## config.mk

```make
export PLATFORM = sky130hd
export DESIGN_NAME = uart_rx
export DESIGN_NICKNAME = d
export VERILOG_FILES = /design/src/rtl/uart_pkg.sv /design/src/rtl/sync_2ff.sv /design/src/rtl/uart_rx.sv
export SDC_FILE = /design/constraint.sdc
export NUM_CORES = 1
export LEC_CHECK = 0
export ABC_CLOCK_PERIOD_IN_PS = 3500
export BUFFER_PORTS_ARGS = -buffer_cell sky130_fd_sc_hd__buf_2
export CAP_MARGIN = 15
export CORE_UTILIZATION = 45
export DETAILED_ROUTE_END_ITERATION = 8
export GPL_ROUTABILITY_DRIVEN = 0
export PLACE_DENSITY = 0.6
export SETUP_SLACK_MARGIN = 0.05
export SYNTH_ARGS = -nofsm -noshare
export SYNTH_HDL_FRONTEND = slang
export SYNTH_SLANG_ARGS = --single-unit
```

## constraint.sdc

```tcl
create_clock -name clk -period 3.5 [get_ports clk]
set_input_delay 0.175 -clock clk [delete_from_list [all_inputs] [get_ports clk]]
set_output_delay 0.175 -clock clk [all_outputs]
set_load 0.02 [all_outputs]
```

## src/rtl/uart_pkg.sv

```systemverilog
`default_nettype none
// ============================================================================
// Module      : uart_pkg
// Description : Shared definitions for the serial receive path: the default
//               bit period, the data width and the receiver state encoding.
//               Imported by the receiver, its bus interface and the bench.
// Contents    : CLKS_PER_BIT_DEFAULT, DATA_BITS, uart_rx_state_e,
//               mid_bit_count()
// Revision    : 1.0 - initial release
// ============================================================================
package uart_pkg;

  // 100 MHz system clock / 115200 baud.
  localparam int unsigned CLKS_PER_BIT_DEFAULT = 868;

  // 8N1 framing: eight data bits, LSB first.
  localparam int unsigned DATA_BITS = 8;

  typedef enum logic [1:0] {
    IDLE  = 2'd0,
    START = 2'd1,
    DATA  = 2'd2,
    STOP  = 2'd3
  } uart_rx_state_e;

  // Counter value at which the start bit is re-checked. Integer division
  // puts the sample at (or just before) the middle of the bit, so every
  // later sample, one full period apart, also lands near mid-bit.
  function automatic int unsigned mid_bit_count(input int unsigned clks_per_bit);
    return (clks_per_bit - 1) / 2;
  endfunction

endpackage
`default_nettype wire

```

## src/rtl/sync_2ff.sv

```systemverilog
`default_nettype none
// ============================================================================
// Module      : sync_2ff
// Description : Two-flop synchronizer for a single asynchronous input.
//               Output lags the input by two clk cycles. The reset value is
//               a parameter so idle-high lines come out of reset idle.
// Ports       : clk      - destination clock
//               reset_n  - asynchronous active-low reset
//               i_d      - asynchronous input
//               o_q      - synchronized output
// Revision    : 1.0 - initial release
// ============================================================================
module sync_2ff #(
  parameter logic RESET_VAL = 1'b1
) (
  input  logic clk,
  input  logic reset_n,
  input  logic i_d,
  output logic o_q
);

  logic r_meta;
  logic r_sync;

  always_ff @(posedge clk or negedge reset_n) begin
    if (!reset_n) begin
      r_meta <= RESET_VAL;
      r_sync <= RESET_VAL;
    end else begin
      r_meta <= i_d;
      r_sync <= r_meta;
    end
  end

  assign o_q = r_sync;

endmodule
`default_nettype wire

```

## src/rtl/uart_rx.sv

```systemverilog
`default_nettype none
// ============================================================================
// Module      : uart_rx
// Description : 8N1 UART receiver. The line is synchronized, a falling edge
//               starts a frame, the start bit is re-checked at mid-bit, and
//               each data bit and the stop bit are sampled one bit period
//               apart. A good stop bit loads rx_data and strobes rx_valid; a
//               low stop bit strobes frame_err and leaves rx_data untouched.
// Ports       : clk       - system clock
//               reset_n   - asynchronous active-low reset
//               rx        - asynchronous serial line, idle high
//               rx_data   - last correctly received byte
//               rx_valid  - one-cycle strobe, rx_data updated
//               frame_err - one-cycle strobe, stop bit sampled low
//               busy      - high whenever the receiver is not idle
// Revision    : 1.0 - initial release
// ============================================================================
module uart_rx
  import uart_pkg::*;
#(
  parameter int unsigned CLKS_PER_BIT = CLKS_PER_BIT_DEFAULT
) (
  input  logic                 clk,
  input  logic                 reset_n,
  input  logic                 rx,
  output logic [DATA_BITS-1:0] rx_data,
  output logic                 rx_valid,
  output logic                 frame_err,
  output logic                 busy
);

  localparam int unsigned      CNT_W      = $clog2(CLKS_PER_BIT);
  localparam logic [CNT_W-1:0] c_LAST_CNT = CNT_W'(CLKS_PER_BIT - 1);
  localparam logic [CNT_W-1:0] c_MID_CNT  = CNT_W'(mid_bit_count(CLKS_PER_BIT));
  localparam logic [2:0]       c_LAST_BIT = 3'(DATA_BITS - 1);

  logic                 w_rx_s;

  uart_rx_state_e       r_state;
  logic [CNT_W-1:0]     r_clk_cnt;
  logic [2:0]           r_bit_idx;
  logic [DATA_BITS-1:0] r_shift;
  logic [DATA_BITS-1:0] r_rx_data;
  logic                 r_rx_valid;
  logic                 r_frame_err;
  // Cleared by a framing error so a held-low line (break) is reported once;
  // the line must return high before another start is accepted.
  logic                 r_armed;

  sync_2ff #(
    .RESET_VAL (1'b1)
  ) u_rx_sync (
    .clk     (clk),
    .reset_n (reset_n),
    .i_d     (rx),
    .o_q     (w_rx_s)
  );

  always_ff @(posedge clk or negedge reset_n) begin
    if (!reset_n) begin
      r_state     <= IDLE;
      r_clk_cnt   <= '0;
      r_bit_idx   <= '0;
      r_shift     <= '0;
      r_rx_data   <= '0;
      r_rx_valid  <= 1'b0;
      r_frame_err <= 1'b0;
      r_armed     <= 1'b1;
    end else begin
      // Strobes are single-cycle unless the stop sample re-asserts them.
      r_rx_valid  <= 1'b0;
      r_frame_err <= 1'b0;

      case (r_state)
        IDLE: begin
          r_clk_cnt <= '0;
          r_bit_idx <= '0;
          if (!r_armed) begin
            if (w_rx_s) begin
              r_armed <= 1'b1;
            end
          end else if (!w_rx_s) begin
            r_state <= START;
          end
        end

        START: begin
          if (r_clk_cnt == c_MID_CNT) begin
            r_clk_cnt <= '0;
            r_bit_idx <= '0;
            // Line back high at mid-bit: treat as noise, not a frame.
            r_state   <= w_rx_s ? IDLE : DATA;
          end else begin
            r_clk_cnt <= r_clk_cnt + CNT_W'(1);
          end
        end

        DATA: begin
          if (r_clk_cnt == c_LAST_CNT) begin
            r_shift[r_bit_idx] <= w_rx_s;
            r_clk_cnt          <= '0;
            if (r_bit_idx == c_LAST_BIT) begin
              r_state <= STOP;
            end else begin
              r_bit_idx <= r_bit_idx + 3'd1;
            end
          end else begin
            r_clk_cnt <= r_clk_cnt + CNT_W'(1);
          end
        end

        STOP: begin
          if (r_clk_cnt == c_LAST_CNT) begin
            r_clk_cnt <= '0;
            r_state   <= IDLE;
            if (w_rx_s) begin
              r_rx_data  <= r_shift;
              r_rx_valid <= 1'b1;
            end else begin
              r_frame_err <= 1'b1;
              r_armed     <= 1'b0;
            end
          end else begin
            r_clk_cnt <= r_clk_cnt + CNT_W'(1);
          end
        end

        default: begin
          r_state <= IDLE;
        end
      endcase
    end
  end

  assign rx_data   = r_rx_data;
  assign rx_valid  = r_rx_valid;
  assign frame_err = r_frame_err;
  assign busy      = (r_state != IDLE);

endmodule
`default_nettype wire
```

==> flow_metrics.py <==
metrics = {
    "status": {
        "status": "finished clean",
    },
    "floorplan": {
        "rows": 21,
        "die_y_um": 62.5,
        "core_area_um2": 3420,
        "die_width_um": 62.5,
        "fp.dieArea_um2": 3900,
        "ios": 14,
        "start_util_pct": 48.2,
    },
    "synthesis": {
        "synth_top_area_share_pct": 50.2,
        "synth_edf_count": 0,
        "synth_nets": 144,
        "synth_seq_area_share_pct": 55.0,
        "ys_ff_latch": 36,
        "yosysWarnings": 0,
        "synth.avg_cell_area_um2": 12.0,
        "yosys-top-cells-area": "dfrtp_1 50%, mux2_1 11%, dfstp_2 4.8%, nor2_1 4.6%, xnor2_1 3.2%",
        "synth_area_leader_cell": "dfrtp_1",
        "synthFlopType": "dfrtp_1",
        "synth-async-reset-ratio_pct": 100,
        "synth.distinct_cells": 35,
        "synthCells": 137,
        "netlist_area_um2": 1650,
    },
    "setup_path": {
        "critPathRequiredTime_ns": 3.72,
        "cp.arrival_ns": 2.24,
        "path_max_fanout": 6,
        "cp-start-kind": "flop",
        "critical_path_class": "reg -> reg",
        "end_kind": "flop",
    },
    "drt": {
        "wl_per_cell_um": 13.7,
        "avgViaCountPerCell": 5.25,
        "dr_total_vias": 1070,
        "drtIter0Drc": 52,
        "routed_wl_um": 2800,
        "ant_nets": 0,
        "drc": 0,
        "first_pass_iters": 4,
    },
    "grt": {
        "grt_max_degree": 37,
        "grt_pass1_wl_um": 5050,
        "global_route.overflow_total": 0,
        "grt_usage_pct": 16.6,
        "grt_antenna_before_repair": 0,
        "grt_pass1_vias": 1091,
    },
    "timing": {
        "fmax_mhz": 495,
        "period_share_pct": 57.7,
        "worst_slew_pin_slew_ns": 0.773,
        "slew_viol_final": 0,
        "fin_skew_ns": 0.0134,
        "hold_viol_final": 0,
        "relSlewSlack_pct": 48.5,
        "setup-violations-final": 0,
        "fin_crit_ns": 2.02,
        "fin_hold_ws_ns": 0.364,
        "setup_tns_ns": 0,
        "rsz0062_at_grt": "no",
    },
    "cts": {
        "numCtsBuffers": 5,
        "cts_num_sinks": 36,
        "cts_buffer_depth": 2,
        "clock_latency_ns": 0.33,
        "cts_resized": 0,
        "clockRootBuffer": "clkbuf_4",
        "cts_tree": "done",
        "cts_max_level": 2,
        "path_clk_slew_ns": 0.11,
    },
    "place": {
        "port_buffers": 13,
        "dp_hpwl_um": 1970,
    },
    "pwr": {
        "p_leak_nw": 0.902,
        "vdd_drop_max_v": 0.000405,
        "p_per_area_nw_per_um2": 468,
    },
    "layout": {
        "fillCellCount": 316,
        "syn2layout_area_growth_pct": 12.0,
        "diodes": 0,
        "seqCellArea_um2": 905,
        "multi_input_area_um2": 722,
        "layout_common_cells": "33 x dfrtp_1, 20 x nor2_1, 16 x mux2_1",
        "drive_gt1_share_pct": 19.6,
        "nets": 164,
        "layout_commonest_cell": "dfrtp_1",
    },
    "min_path": {
        "hold_class": "reg -> reg",
    },
    "run": {
        "maxCapViolations": 0,
    },
}
[sequential cells by signal, summed over array words and instances, names as in the netlist, named ones only]
signal	count
r_clk_cnt	10
r_shift	8
rx_data	8
r_bit_idx	3
frame_err	1
r_armed	1
r_state	1
rx_valid	1
u_rx_sync.o_q	1
u_rx_sync.r_meta	1
[final cells by class]
type / instances / area share (%)
Tap cell: 46 / 3.12
Clock buffer: 7 / 2.99
Multi-Input combinational cell: 96 / 39.2
Inverter: 3 / 0.611
Sequential cell: 36 / 49.1
Timing Repair Buffer: 15 / 4.62
Clock inverter: 1 / 0.407
[cells in the mapped netlist, types with 2 or more instances]
cell / instances
inv_1: 3
nor3_1: 3
nand2b_1: 3
xor2_1: 2
nor2_1: 20
nand2_1: 7
nand3_1: 4
clkbuf_1: 2
a21oi_1: 3
mux2_1: 16
xnor2_1: 6
nand4_1: 4
dfstp_2: 3
ha_1: 4
nor4_1: 3
dfrtp_1: 33
a22o_1: 2
and4_1: 2
[path summary, 6_finish.rpt]
kind	cells past startpoint	slack, ns	endpoint	start
max in group asynchronous	2	2.56	asynchronous set/reset pin	reset_n
min	0	0.36	u_rx_sync.o_q$_DFF_PN1_	u_rx_sync.r_meta$_DFF_PN1_
min reg2reg	0	0.36	u_rx_sync.o_q$_DFF_PN1_	u_rx_sync.r_meta$_DFF_PN1_
max reg2reg	5	1.48	r_shift[2]$_DFFE_PN0P_	r_clk_cnt[0]$_DFF_PN0_
min in group asynchronous	2	0.44	r_bit_idx[1]$_DFFE_PN0P_	reset_n
max	5	1.48	r_shift[2]$_DFFE_PN0P_	r_clk_cnt[0]$_DFF_PN0_
[layer usage]
layer  GRT usage [%]  vias up  routed length (µm)
met1            22.8      511                1460
li1                -      535                   -
met5               0        -                   0
met2            25.4       20                1210
met4            6.10        0                  25
met3            3.83        4                 103
[power by group]
group / leakage (nW) / internal (W) / switching [W]
logic: 0.397 / 0.0000523 / 0.0000586
clock network: 0.0315 / 0.0000984 / 0.000134
registers: 0.474 / 0.000458 / 0.0000621
total: 0.902 / 0.000609 / 0.000254
[cell families after synthesis]
| family | Yosys count | synth area share (%) |
|---|---|---|
| buffers and inverters | 5 | 1.14 |
| AOI/OAI and AO/OA | 7 | 3.04 |
| muxes | 17 | 11.9 |
| adders and majority gates | 4 | 3.04 |
| DFF | 36 | 55.0 |
| xor gates and xnor gates | 8 | 4.26 |
| and+or+nand+nor | 60 | 21.7 |
[stage by stage]
| step | util, % | cell area [µm²] | instances | total power [W] | worst slack [ns] |
|---|---|---|---|---|---|
| after floorplan | - | 1650 | 137 | 0.000600 | 1.69 |
| after global placement | 51.5 | 1760 | 194 | 0.000633 | 1.57 |
| after detailed placement | 51.5 | 1760 | 194 | 0.000638 | 1.48 |
| after CTS | 54.0 | 1840 | 204 | 0.000872 | 1.46 |
| after global routing | 54.0 | 1840 | 204 | 0.000926 | 1.33 |
| final | 54.0 | 1840 | 204 | 0.000863 | 1.48 |
[repair_timing]
action / CTS / global route
endpoints found under the hold margin: 34 / 0
endpoints found under the setup margin: 0 / 0
buffers inserted: 0 / 0
hold buffers: 2 / 0
[worst max-delay path, stage by stage, from the launching register on]
cell      delay [ns]
dfrtp_1         0.42
ha_1            0.22
and4bb_2        0.30
nand4_2         0.22
nor4_1          0.39
mux2_1          0.36
No activity file was read; power rests on OpenSTA's default activity.
